==> config.mk <==
export PLATFORM = sky130hd
export DESIGN_NAME = accum_frame_mc
export DESIGN_NICKNAME = d
export VERILOG_FILES = /design/src/rtl/accum_frame_mc_pkg.sv /design/src/rtl/accum_scale_sat.sv /design/src/rtl/accum_frame_mc.sv
export SDC_FILE = /design/constraint.sdc
export NUM_CORES = 1
export LEC_CHECK = 0
export CAP_MARGIN = 20
export CORE_ASPECT_RATIO = 1.5
export CORE_MARGIN = 4
export CORE_UTILIZATION = 30
export DETAILED_ROUTE_END_ITERATION = 16
export PLACE_DENSITY = 0.53
export SYNTH_ARGS = -nofsm -noshare
export SYNTH_HDL_FRONTEND = slang
export SYNTH_HIERARCHICAL = 1
export SYNTH_SLANG_ARGS = --single-unit
==> constraint.sdc <==
create_clock -name clk -period 4.9 [get_ports clk]
set_input_delay 0.98 -clock clk [delete_from_list [all_inputs] [get_ports clk]]
set_output_delay 0.98 -clock clk [all_outputs]
set_load 0.1 [all_outputs]
==> src/rtl/accum_frame_mc_pkg.sv <==
// Shared defaults and helpers for the frame accumulator and its sibling
// power/threshold stages.
package accum_frame_mc_pkg;

    localparam int DEF_IN_W    = 32;
    localparam int DEF_ACC_W   = 40;
    localparam int DEF_OUT_W   = 8;
    localparam int DEF_SHIFT   = 21;
    localparam int DEF_MIN_OUT = 1;
    localparam int DEF_NUM_CH  = 4;

    // Channel index width: clog2 of the channel count, never below one bit.
    function automatic int ch_width(input int n);
        return (n <= 1) ? 1 : $clog2(n);
    endfunction

endpackage

==> src/rtl/accum_scale_sat.sv <==
// Combinational frame-sum scaler: right shift, clamp to the output maximum,
// then raise anything below the floor up to the floor.
module accum_scale_sat #(
    parameter int ACC_W   = 40,
    parameter int OUT_W   = 8,
    parameter int SHIFT   = 21,
    parameter int MIN_OUT = 1
) (
    input  logic [ACC_W-1:0] x,
    output logic [OUT_W-1:0] y
);

    localparam logic [ACC_W-1:0] MAX_V = ACC_W'((64'd1 << OUT_W) - 64'd1);
    localparam logic [ACC_W-1:0] MIN_V = ACC_W'(MIN_OUT);

    logic [ACC_W-1:0] shifted;
    logic [ACC_W-1:0] clamped;

    always_comb begin
        shifted = x >> SHIFT;
        clamped = shifted;
        if (shifted > MAX_V) clamped = MAX_V;
        if (clamped < MIN_V) clamped = MIN_V;
        y = OUT_W'(clamped);
    end

endmodule

==> src/rtl/accum_frame_mc.sv <==
// Multi-channel frame accumulator: saturating per-channel sums closed by
// din_tlast, one scaled result per frame through a single output register.
module accum_frame_mc
    import accum_frame_mc_pkg::*;
#(
    parameter int IN_W    = DEF_IN_W,
    parameter int ACC_W   = DEF_ACC_W,
    parameter int OUT_W   = DEF_OUT_W,
    parameter int SHIFT   = DEF_SHIFT,
    parameter int MIN_OUT = DEF_MIN_OUT,
    parameter int NUM_CH  = DEF_NUM_CH,
    parameter int CH_W    = ch_width(NUM_CH)
) (
    input  logic             clk,
    input  logic             rst_n,
    input  logic [IN_W-1:0]  din,
    input  logic [CH_W-1:0]  din_tchan,
    input  logic             din_tvalid,
    input  logic             din_tlast,
    output logic             din_tready,
    output logic [OUT_W-1:0] dout,
    output logic [CH_W-1:0]  dout_tchan,
    output logic             dout_tvalid,
    output logic             dout_tlast,
    input  logic             dout_tready,
    output logic             err_chan,
    output logic             err_sat
);

    // Handshake: a beat transfers on any cycle where valid && ready are both
    // high; valid never waits on ready, and the output payload is held stable
    // while dout_tvalid is high and dout_tready is low.

    localparam logic [ACC_W-1:0] ACC_MAX = '1;

    logic [ACC_W-1:0]  acc [NUM_CH];
    logic [NUM_CH-1:0] sat;
    logic              accept;
    logic              ch_ok;
    logic              load;
    logic [ACC_W-1:0]  rd_acc;
    logic              rd_sat;
    logic [ACC_W:0]    sum;
    logic              clip;
    logic [ACC_W-1:0]  total;
    logic [OUT_W-1:0]  scaled;

    assign din_tready = !dout_tvalid || dout_tready;
    assign accept     = din_tvalid && din_tready;
    assign ch_ok      = 32'(din_tchan) < NUM_CH;
    assign load       = accept && ch_ok && din_tlast;

    always_comb begin
        rd_acc = '0;
        rd_sat = 1'b0;
        for (int c = 0; c < NUM_CH; c++) begin
            if (32'(din_tchan) == c) begin
                rd_acc = acc[c];
                rd_sat = sat[c];
            end
        end
    end

    // One extra bit of headroom detects the clip; the last beat is included.
    assign sum   = {1'b0, rd_acc} + (ACC_W+1)'(din);
    assign clip  = sum[ACC_W];
    assign total = clip ? ACC_MAX : sum[ACC_W-1:0];

    accum_scale_sat #(
        .ACC_W  (ACC_W),
        .OUT_W  (OUT_W),
        .SHIFT  (SHIFT),
        .MIN_OUT(MIN_OUT)
    ) u_scale (
        .x(total),
        .y(scaled)
    );

    always_ff @(posedge clk or negedge rst_n) begin
        if (!rst_n) begin
            for (int c = 0; c < NUM_CH; c++) acc[c] <= '0;
            sat <= '0;
        end else if (accept && ch_ok) begin
            for (int c = 0; c < NUM_CH; c++) begin
                if (32'(din_tchan) == c) begin
                    if (din_tlast) begin
                        acc[c] <= '0;
                        sat[c] <= 1'b0;
                    end else begin
                        acc[c] <= total;
                        sat[c] <= sat[c] | clip;
                    end
                end
            end
        end
    end

    always_ff @(posedge clk or negedge rst_n) begin
        if (!rst_n) begin
            dout        <= OUT_W'(MIN_OUT);
            dout_tchan  <= '0;
            dout_tvalid <= 1'b0;
            dout_tlast  <= 1'b0;
            err_chan    <= 1'b0;
            err_sat     <= 1'b0;
        end else begin
            err_chan <= accept && !ch_ok;
            err_sat  <= load && (rd_sat || clip);
            if (load) begin
                dout        <= scaled;
                dout_tchan  <= din_tchan;
                dout_tvalid <= 1'b1;
                dout_tlast  <= (32'(din_tchan) == NUM_CH - 1);
            end else if (dout_tready) begin
                dout_tvalid <= 1'b0;
            end
        end
    end

endmodule

==> results.json <==
{
  "min-delay-start": "acc[53]$_DFFE_PN0P_",
  "drive_above_1_share": 0.250,
  "grt_usage": 0.182,
  "crit_type": "in -> reg",
  "worstSkewPairLatency_ps": 460,
  "num_vias": 8282,
  "cp_max_fo": 11,
  "wl_mm": 32.1,
  "critPathCaptureType": "register",
  "setup_ws_ps": 293,
  "p_per_area_nw_per_um2": 605,
  "regToRegStartpoint": "acc[6]$_DFFE_PN0P_",
  "fin_cells": 1633,
  "r2r_slack_ps": 790,
  "die_area_um2": 36700,
  "r2r_end": "dout[2]$_DFFE_PN0P_",
  "rsz0062_at_grt": "false",
  "place_area_um2": 12200,
  "final_util": 0.386,
  "grt_first_pass_wirelength_mm": 50.2,
  "num_antenna_cells": 0,
  "grt_pass1_vias": 8882,
  "nNetsFinal": 1273,
  "io_buffers": 52,
  "fin_crit_ps": 4610,
  "start_util": 0.302,
  "maxCapViolations": 0,
  "fmax_mhz": 217,
  "ir_drop_mv": 0.257,
  "dr.pass1.iters": 5,
  "cts_inserted_buffers": 17,
  "wire_per_inst_um": 19.7,
  "root_buffer": "clkbuf_16",
  "synthCells": 1026,
  "tritoncts": "done",
  "core_region_area_um2": 33300,
  "dp_slack_ps": -300,
  "final_hold_viol_count": 0,
  "syn-num-nets": 1099,
  "fin_crit_sh": 0.940,
  "htree_levels": 4,
  "status": "complete, no violations",
  "die_w_um": 158,
  "setup_tns_ps": 0,
  "holdPathStages": 2,
  "rows": 82,
  "postCtsHoldBufs": 0,
  "setup_viol_count_final": 0,
  "fin_worst_skew_ps": 9.92,
  "drtIter0Drc": 510,
  "cts_max_path_buffers": 2,
  "min_path_type": "reg -> reg",
  "antenna_found_initial": 0,
  "cts_resized": 0,
  "avgViaCountPerCell": 5.07,
  "cts_setup_buffers": 0,
  "ant_nets": 0,
  "syn_area_per_cell_um2": 9.83,
  "gp_congestion": 0.886,
  "ios": 54,
  "die_h_um": 233,
  "hpwl_mm": 23.6,
  "min_to": "acc[53]$_DFFE_PN0P_",
  "final_cell_area_um2": 12900,
  "yosysWarningCount": 6,
  "clk_pin_slew_ps": 70,
  "synth_area_um2": 10100,
  "syn_to_final_growth_pct": 27.5,
  "relSlewSlack": 0.297,
  "r2r.worst_path.cells": 15,
  "crit_required_ps": 5240,
  "clock-sinks": 177,
  "drc_errors": 0,
  "dp_cells": 1601,
  "crit_path_start": "din_tchan[1]",
  "worstMarginPinSlew_ps": 1050,
  "crit_arrival_ps": 4940,
  "grt_max_degree": 88,
  "leakage_nw": 6.03,
  "slew_violations": 0,
  "globalRouteOverflowTotal": 0,
  "critPathLaunchType": "input port"
}
-- critical path, cell delays in order --
cell and delay [ps]:
buf_2 310, buf_4 300, mux4_2 330, ha_1 350, a21oi_1 280, nand2_1 90
a221o_1 350, o311ai_4 310, a31oi_4 190, buf_4 190, nor2b_1 120, nor2_1 170
a31oi_4 60, nor4_2 190, nand3_2 190, or2_1 250, mux2_2 250
-- routing by layer --
metal	track usage	share of wire	vias up
li1	-	-	3970
met1	0.209	0.40	4082
met2	0.332	0.53	175
met3	0.0316	0.031	55
met4	0.0702	0.033	0
met5	0	0	-
-- power by group --
part / leakage (nW) / total [mW] / internal, mW / switching (mW)
logic: 3.42 / 3.99 / 1.84 / 2.15
clock network: 0.318 / 1.52 / 0.892 / 0.625
registers: 2.30 / 2.27 / 1.99 / 0.281
-- per-stage QoR --
stage | total power, mW | hold slack, ps
4_1_cts | 7.83 | 478
5_1_grt | 8.30 | 491
2_1_floorplan | 4.62 | 441
6_report | 7.78 | 473
3_3_place_gp | 6.25 | 454
3_5_place_dp | 6.28 | 460
-- flip-flops by register name, indices dropped and copies added (netlist names) --
name / flops
acc: 160
dout: 8
sat: 4
dout_tlast: 1
dout_tchan: 2
dout_tvalid: 1
err_sat: 1
-- how the worst max path moves through the flow --
stage                               end  slack (ps)  cells past startpoint
floorplan           dout[1]$_DFFE_PN0P_           8                     17
global placement    dout[2]$_DFFE_PN0P_        -270                     16
detailed placement  dout[2]$_DFFE_PN0P_        -300                     18
CTS                 dout[2]$_DFFE_PN0P_         190                     18
global route        dout[2]$_DFFE_PN0P_           7                     17
finish              dout[2]$_DFFE_PN0P_         290                     17
-- area by class of cell --
cell class | count | area (µm²)
Inverter | 16 | 60.1
Multi-Input combinational cell | 768 | 5360
Clock inverter | 13 | 199
Clock buffer | 19 | 453
Sequential cell | 177 | 4430
Timing Repair Buffer | 220 | 1830
Fill cell | 3252 | 20500
Tap cell | 420 | 526
-- layout by cell type, fill, tap and decap left out, types with 33 or more instances in the layout --
| master | n |
|---|---|
| a21oi_1 | 57 |
| a22o_1 | 33 |
| buf_4 | 164 |
| clkdlybuf4s50_1 | 47 |
| dfrtp_1 | 176 |
| ha_1 | 33 |
| mux4_2 | 41 |
| nand2_1 | 264 |
| nor2_1 | 37 |
| o21ai_0 | 63 |
Power figures use the tool's default switching activity.
